<file path="src/rtl/fround_pipe.sv">
// Pipelined binary32 round-to-integral (FLOOR/CEIL/TRUNC/RNE) with valid/ready handshake.
// Optional exception flags (inexact, invalid) are enabled by defining FROUND_FLAGS_EN.
module fround_pipe #(
  parameter int unsigned NSTAGE = 2
) (
  input  logic        clk,
  input  logic        rst,
  input  logic [31:0] x,
  input  logic [1:0]  mode,
  input  logic        in_valid,
  output logic        in_ready,
  output logic [31:0] y,
  output logic        out_valid,
  input  logic        out_ready
`ifdef FROUND_FLAGS_EN
  ,
  output logic        inexact,
  output logic        invalid
`endif
);

  typedef enum logic [1:0] {
    ModeFloor = 2'b00,
    ModeCeil  = 2'b01,
    ModeTrunc = 2'b10,
    ModeRne   = 2'b11
  } mode_e;

  mode_e       rmode;
  logic        sign;
  logic [7:0]  exp_in;
  logic [22:0] man;
  logic [4:0]  sh;
  logic [24:0] sig;
  logic [24:0] int_part;
  logic [24:0] low_mask;
  logic [24:0] half_mask;
  logic [24:0] rnd_int;
  logic [24:0] rnd_sig;
  logic        any_frac;
  logic        guard;
  logic        sticky;
  logic        inc;
  logic        carry;
  logic [31:0] res;
  logic        advance;

  // Rounding is done combinationally on the incoming operand; the stages only delay it.
  always_comb begin
    rmode     = mode_e'(mode);
    sign      = x[31];
    exp_in    = x[30:23];
    man       = x[22:0];
    sig       = {2'b01, man};
    // Number of fraction bits below the binary point; meaningful for exponents 127..149.
    sh        = 5'(8'd150 - exp_in);
    int_part  = sig >> sh;
    low_mask  = (25'd1 << sh) - 25'd1;
    half_mask = low_mask >> 1;
    any_frac  = |(sig & low_mask);
    guard     = |(sig & (low_mask ^ half_mask));
    sticky    = |(sig & half_mask);
    inc       = 1'b0;
    unique case (rmode)
      ModeFloor: inc = sign & any_frac;
      ModeCeil:  inc = ~sign & any_frac;
      ModeTrunc: inc = 1'b0;
      ModeRne:   inc = guard & (sticky | int_part[0]);
      default:   inc = 1'b0;
    endcase
    rnd_int = int_part + {24'd0, inc};
    rnd_sig = rnd_int << sh;
    // Result is either in [2^23, 2^24) or exactly 2^24 after a carry-out.
    carry   = rnd_sig[24] | ~rnd_sig[23];

    res = x;
    if (exp_in == 8'hFF) begin
      if (man != 23'd0) begin
        res = 32'h7FC0_0000;
      end
    end else if (exp_in == 8'd0) begin
      res = {sign, 31'd0};
    end else if (exp_in >= 8'd150) begin
      res = x;
    end else if (exp_in < 8'd127) begin
      res = {sign, 31'd0};
      unique case (rmode)
        ModeFloor: if (sign) res = 32'hBF80_0000;
        ModeCeil:  if (!sign) res = 32'h3F80_0000;
        ModeTrunc: res = {sign, 31'd0};
        ModeRne:   if (exp_in == 8'd126 && man != 23'd0) res = {sign, 8'd127, 23'd0};
        default:   res = {sign, 31'd0};
      endcase
    end else if (carry) begin
      res = {sign, exp_in + 8'd1, 23'd0};
    end else begin
      res = {sign, exp_in, rnd_sig[22:0]};
    end
  end

  logic [NSTAGE-1:0][31:0] y_q, y_d;
  logic [NSTAGE-1:0]       valid_q, valid_d;

  assign advance   = !out_valid || out_ready;
  assign in_ready  = advance;
  assign y         = y_q[NSTAGE-1];
  assign out_valid = valid_q[NSTAGE-1];

  always_comb begin
    y_d     = y_q;
    valid_d = valid_q;
    if (advance) begin
      y_d[0]     = res;
      valid_d[0] = in_valid;
      for (int unsigned i = 1; i < NSTAGE; i++) begin
        y_d[i]     = y_q[i-1];
        valid_d[i] = valid_q[i-1];
      end
    end
  end

  always_ff @(posedge clk) begin
    if (rst) begin
      y_q     <= '0;
      valid_q <= '0;
    end else begin
      y_q     <= y_d;
      valid_q <= valid_d;
    end
  end

`ifdef FROUND_FLAGS_EN
  logic              res_inexact;
  logic              res_invalid;
  logic [NSTAGE-1:0] inx_q, inx_d;
  logic [NSTAGE-1:0] inv_q, inv_d;

  always_comb begin
    res_inexact = 1'b0;
    res_invalid = 1'b0;
    if (exp_in == 8'hFF) begin
      // Signalling NaN has a non-zero payload with the quiet bit clear.
      res_invalid = (man != 23'd0) && !man[22];
    end else begin
      res_inexact = (res != x);
    end
  end

  always_comb begin
    inx_d = inx_q;
    inv_d = inv_q;
    if (advance) begin
      inx_d[0] = res_inexact;
      inv_d[0] = res_invalid;
      for (int unsigned i = 1; i < NSTAGE; i++) begin
        inx_d[i] = inx_q[i-1];
        inv_d[i] = inv_q[i-1];
      end
    end
  end

  always_ff @(posedge clk) begin
    if (rst) begin
      inx_q <= '0;
      inv_q <= '0;
    end else begin
      inx_q <= inx_d;
      inv_q <= inv_d;
    end
  end

  assign inexact = inx_q[NSTAGE-1];
  assign invalid = inv_q[NSTAGE-1];
`endif

endmodule

</file>
<file path="config.mk">
export PLATFORM = sky130hd
export DESIGN_NAME = fround_pipe
export DESIGN_NICKNAME = d
export VERILOG_FILES = /design/src/rtl/fround_pipe.sv
export SDC_FILE = /design/constraint.sdc
export NUM_CORES = 1
export LEC_CHECK = 0
export CAP_MARGIN = 20
export CORE_UTILIZATION = 40
export DETAILED_ROUTE_END_ITERATION = 6
export PLACE_DENSITY = 0.57
export SLEW_MARGIN = 40
export SYNTH_ARGS = -nofsm -noshare
export SYNTH_HDL_FRONTEND = slang
export SYNTH_SLANG_ARGS = --single-unit
</file>
<file path="constraint.sdc">
create_clock -name clk -period 9.35 [get_ports clk]
set_input_delay 1.4025 -clock clk [delete_from_list [all_inputs] [get_ports clk]]
set_output_delay 1.4025 -clock clk [all_outputs]
set_load 0.01 [all_outputs]
</file>
==> impl_results.md, run 1 <==
* Outcome: finished, violations left
* Failing checks: DRC
* Num CTS Buffers at 9
* Vias at 8940
* Clock sinks at 66
* Post_cts resized at 0
* Number of global-route vias before repair at 8036
* Sequential-to-total area share from yosys stat at 0.1655
* Drt via density at 6.377
* Commonest non-fill, non-tap cell in the layout: nand2_1
* Min Hold Slack at 447.1 ps
* Sw power at 488.7 uW
* Setup crit end kind: flip-flop
* Post-synth net total at 1181
* Final wirelength at 30.12 mm
* Die height at 143.3 um
* Ys flop type: dfxtp_1
* DRT Pass-1 Iters at 7
* Cell leakage power at 0.003224 uW
* Max Root-Sink Buffers at 2
* Routed len/inst at 21.48 um
* Insertion delay to the later sink of the worst-skew pair at 330 ps
* CP Buf/Inv Count at 1
* CP max stage delay at 660 ps
* Reg area at 1321 um^2
* Final min period at 8772 ps
* Post-synth ARST share at 0
* Final instance area at 9004 um^2
* Hold Path Class: reg2reg
* Yosys reg bits at 66
* Crit-path most repeated cell: ha_1
* GRT Resource Usage Total at 0.2967
* Critical path arrival at 9010 ps
* CTS tree: built
* Max cap viols at 0
* Filler Cell Count at 2023
* Io pins at 72
* Synth Instances at 1133
* Relative slew slack at 0.4331
* Area Overhead vs Synth at 12.79%
* Post-CTS setup buffer count at 0
* Crit-path leading delay family: compound AO/OA/AOI/OAI gates
* Peak supply drop at 0.05996 mV
* DRC Markers at 3
* Initial antenna violation count at 0
* H-Tree Depth at 3
* Detail Route Antenna Nets at 0
* Share of layout cells above drive strength 1 at 0.1118
* Setup total negative slack at 0 ps
* Unrepaired setup endpoints after global routing: no
* Die width at 143.3 um
* CP Class: in2reg
* Nets@finish at 1180
* Clk root buf: clkbuf_16
* Synth cell types at 86
* Gp weighted congestion at 1.029
* PD cells at 131.2 nW/um^2
* Initial core utilization at 0.4088
* Placed Area at 8728 um^2
* Setup violators final at 0
* Footprint of the multi-input gates at 5947 um^2
* CP max stage cell: clkdlybuf4s50_1
* CTS Hold Buffers Added at 0
* Avg Cell Area, Syn at 7.046 um^2
* Clk pwr share at 0.247
* Buffers on Ports at 71
* Fin. max-slew vios at 0
* Final hold viol count at 0
* Largest net degree at the start of global routing at 69
* First-pass GRT wire length at 46.89 mm
* Combinational power share at 0.492
* Die area at 20520 um^2
* Worst slew pin tran at 847.4 ps
* Hpwl dp at 22.07 mm
* DRC marker count from the first detailed-route iteration at 1069
* Clock transition at the registers of the reported paths at 50 ps
* Total congestion overflow at 0
* Switching share of total power at 0.4135
* P_int at 693.0 uW
* Clk_skew at 6.543 ps
* Largest cells by area after synthesis: dfxtp_1 (17%), nand2_1 (7.2%), a21oi_1 (6.7%), mux2i_1 (6.3%), o21ai_0 (5.3%)
* Placeable Area at 19530 um^2
* Mapped cell area at 7983 um^2
* Post-synth EDFFs at 0
* Syn. warnings at 0
* Share of the synthesized area in the top cell type at 0.1655
* # rows at 51
* WP data required at 9590 ps
* Crit-path max FO at 13
* F_max at 0.1140 GHz
* Largest area contributor in the netlist: dfxtp_1
* Type of origin of the critical path: input port
* Most frequent cells in the layout: nand2_1 (154), a21oi_1 (107), o21ai_0 (85)
* Flop pwr share at 0.261
* Period utilisation layout at 0.9382
-- synthesized netlist by cell type (7+ instances only) --
| cell | count |
|---|---|
| a211oi_1 | 9 |
| a21oi_1 | 107 |
| a221oi_1 | 10 |
| a222oi_1 | 10 |
| a22oi_1 | 18 |
| a31oi_1 | 9 |
| and2_1 | 12 |
| and3_1 | 15 |
| buf_1 | 7 |
| buf_2 | 12 |
| buf_4 | 36 |
| clkbuf_1 | 69 |
| dfxtp_1 | 66 |
| ha_1 | 10 |
| inv_1 | 16 |
| mux2_2 | 19 |
| mux2i_1 | 50 |
| mux4_2 | 12 |
| nand2_1 | 154 |
| nand2b_1 | 12 |
| nand3_1 | 44 |
| nand4_1 | 22 |
| nor2_1 | 80 |
| nor2b_1 | 9 |
| nor3_1 | 25 |
| nor4_1 | 14 |
| o211ai_1 | 12 |
| o21ai_0 | 85 |
| o22ai_1 | 17 |
| or3_1 | 8 |
| xnor2_1 | 22 |
| xor2_1 | 18 |
-- registers in the layout (all words and copies together), names as in the netlist --
register	count
y	32
y_q	32
valid_q	2
-- cell families after synthesis --
family,synth area share
flip-flops,0.1655
buffers and inverters,0.09577
AO/OA/AOI/OAI,0.2984
multiplexers,0.1262
XOR/XNOR,0.04796
adder cells (fa/ha/maj),0.01567
AND/OR/NAND/NOR,0.2505
-- final timing paths --
kind | startpoint | to | slack [ps] | depth (start not counted)
setup / recovery | x[24] | y_q[29]$_SDFFE_PP0P_ | 580 | 30
hold reg to reg | y[14]$_SDFFE_PP0P_ | y[14]$_SDFFE_PP0P_ | 450 | 2
setup reg to reg | valid_q[1]$_SDFFE_PP0P_ | y_q[23]$_SDFFE_PP0P_ | 6660 | 10
hold / removal | y[14]$_SDFFE_PP0P_ | y[14]$_SDFFE_PP0P_ | 450 | 2
-- power groups by stage --
| stage | logic, uW | registers (uW) | clock network (uW) |
|---|---|---|---|
| after floorplan | 402 | 311 | 0 |
| after global placement | 565 | 314 | 0 |
| after detailed placement | 560 | 314 | 0 |
| after CTS | 563 | 308 | 300 |
| after global routing | 624 | 310 | 309 |
| final | 581 | 308 | 292 |
-- metrics by stage --
stage                     worst slack, ps  cells  total power, uW    util
after global placement              578.1   1385            878.9  0.4470
after detailed placement            322.9   1385            873.9  0.4470
final                               578.0   1402             1182  0.4611
after global routing                74.56   1401             1243  0.4610
after floorplan                     352.2   1133            713.4       -
after CTS                           657.5   1400             1171  0.4603
-- layout make-up --
type,instances,area share
clock buffer,9,0.02501
clock inverter,6,0.003891
inverter,18,0.007504
timing repair buffer,118,0.1192
antenna,1,0.0002779
tap,265,0.03683
sequential,66,0.1467
multi-input combinational,919,0.6605
-- worst min-delay path: stages (launching register included) --
cell,delay [ps]
dfxtp_1,300
nand2_1,50
a21oi_1,50
-- per-layer routing --
layer / up-vias / part of all wire / track usage
met2: 504 / 0.44 / 0.4555
met3: 83 / 0.097 / 0.03957
met1: 4171 / 0.42 / 0.4060
li1: 4182 / - / -
met4: 0 / 0.044 / 0.1467
met5: - / 0 / 0
No activity file was read; power rests on OpenSTA's default activity.
==> run 2: changes to the inputs <==
--- a/config.mk
+++ b/config.mk
@@ -9,7 +9,9 @@
 export CORE_UTILIZATION = 40
 export DETAILED_ROUTE_END_ITERATION = 6
 export PLACE_DENSITY = 0.57
+export SETUP_SLACK_MARGIN = 0.15
 export SLEW_MARGIN = 40
 export SYNTH_ARGS = -nofsm -noshare
 export SYNTH_HDL_FRONTEND = slang
 export SYNTH_SLANG_ARGS = --single-unit
+export TNS_END_PERCENT = 10
==> results of run 2 <==
The final DEF is identical to that of run 1. Status: finished, violations left: DRC.
==> run 3: changes to the inputs <==
==> constraint.sdc (replaced) <==
create_clock -name clk -period 7.9 [get_ports clk]
set_input_delay 1.185 -clock clk [delete_from_list [all_inputs] [get_ports clk]]
set_output_delay 1.185 -clock clk [all_outputs]
set_load 0.01 [all_outputs]
==> impl_results.md, run 3 (synthesized netlist as in run 1, its figures left out) <==
* Die height at 143.3 um
* Unrepaired setup endpoints after global routing: no
* Largest net degree at the start of global routing at 53
* Outcome: complete, no violations
* Setup violators final at 0
* Area Overhead vs Synth at 21.99%
* Initial core utilization at 0.4088
* CP max stage delay at 490 ps
* DRC marker count from the first detailed-route iteration at 1126
* Setup total negative slack at 0 ps
* First-pass GRT wire length at 48.43 mm
* Cell Count Post-Placement at 1462
* Worst Hold Launch: y[8]$_SDFFE_PP0P_
* Relative slew slack at 0.5262
* Num CTS Buffers at 9
* Period utilisation layout at 0.9234
* Insertion delay to the later sink of the worst-skew pair at 320 ps
* Share of layout cells above drive strength 1 at 0.1719
* # rows at 51
* Post-Layout Cell Count at 1481
* Critical path arrival at 7540 ps
* Type of origin of the critical path: input port
* N_diodes at 0
* Clk_skew at 4.684 ps
* Final hold viol count at 0
* Setup crit end kind: flip-flop
* Detail Route Antenna Nets at 0
* Initial antenna violation count at 0
* WP data required at 8150 ps
* Die area at 20520 um^2
* Die width at 143.3 um
* Hold Path Class: reg2reg
* Critical Path Start: x[24]
* Io pins at 72
* Cell leakage power at 0.003673 uW
* Total congestion overflow at 0
* Clk root buf: clkbuf_16
* DRC Markers at 0
* Most frequent cells in the layout: nand2_1 (154), buf_4 (123), a21oi_1 (107)
* Commonest non-fill, non-tap cell in the layout: nand2_1
* GRT Resource Usage Total at 0.3087
* Routed len/inst at 21.15 um
* CTS Hold Buffers Added at 0
* Final min period at 7294 ps
* Fin. max-slew vios at 0
* DRT Pass-1 Iters at 6
* Nets@finish at 1259
* Crit-path max FO at 6
* FF-to-FF Start: valid_q[1]$_SDFFE_PP0P_
* Placeable Area at 19530 um^2
* H-Tree Depth at 3
* Number of global-route vias before repair at 8407
* Drt via density at 6.254
* Worst slew pin tran at 708.1 ps
* Buffers on Ports at 71
* CP max stage cell: mux4_2
* Clock transition at the registers of the reported paths at 60 ps
* F_max at 0.1371 GHz
* Clock sinks at 66
* Gp weighted congestion at 1.032
* Hpwl dp at 23.62 mm
* Max cap viols at 0
* CTS tree: built
* Peak supply drop at 0.1029 mV
* PD cells at 163.2 nW/um^2
* Max Root-Sink Buffers at 2
* CP Class: in2reg
* Vias at 9262
* Final wirelength at 31.33 mm
-- run 3: path summary, 6_finish.rpt --
path	end	slack (ps)	cells after the start
setup reg to reg	y_q[0]$_SDFFE_PP0P_	5430	7
hold / removal	y[8]$_SDFFE_PP0P_	450	2
setup / recovery	y_q[29]$_SDFFE_PP0P_	610	33
hold reg to reg	y[8]$_SDFFE_PP0P_	450	2
-- run 3: per-layer routing --
layer  share of wire  GRT usage  up-vias
met5               0          0        -
met4           0.041     0.1316        0
met3           0.083    0.04393       92
met2            0.45     0.4996      513
met1            0.43     0.4080     4301
li1                -          -     4356
-- run 3: layout make-up --
| type | count | area, um^2 |
|---|---|---|
| Multi-Input combinational cell | 919 | 5953 |
| Sequential cell | 66 | 1321 |
| Timing Repair Buffer | 197 | 1709 |
| Clock buffer | 10 | 239.0 |
| Clock inverter | 6 | 113.9 |
| Inverter | 18 | 70.07 |
| Tap cell | 265 | 331.6 |
| Fill cell | 1982 | 9788 |
-- run 3: timing repair --
action | CTS | global route
setup buffers | 0 | 2
gates resized for setup | 0 | 3
endpoints found under the setup margin | 0 | 31
-- run 3: worst max-delay path: cells and delay by family --
kind                       cells  cell delay [ps]
AOI/OAI and AO/OA             11             1790
xor gates and xnor gates       1              170
adders and majority gates      4              990
buffers and inverters          3              590
muxes                          3              920
and+or+nand+nor               11             1870
-- run 3: stage by stage --
step / worst slack (ps) / cell area [um^2] / hold slack, ps / util / total power [uW]
after floorplan: 171.5 / 8046 / 432.2 / - / 849.8
after global placement: 115.9 / 9354 / 439.5 / 0.4790 / 1108
after detailed placement: -39.61 / 9354 / 444.3 / 0.4790 / 1106
after CTS: 277.6 / 9707 / 450.2 / 0.4971 / 1575
after global routing: 194.2 / 9738 / 463.8 / 0.4987 / 1664
final: 605.5 / 9738 / 445.4 / 0.4987 / 1589
-- run 3: report_power, final --
part           total, uW  internal, uW  switching [uW]
clock                463           317             146
sequential           365           354            10.9
combinational        761           316             446
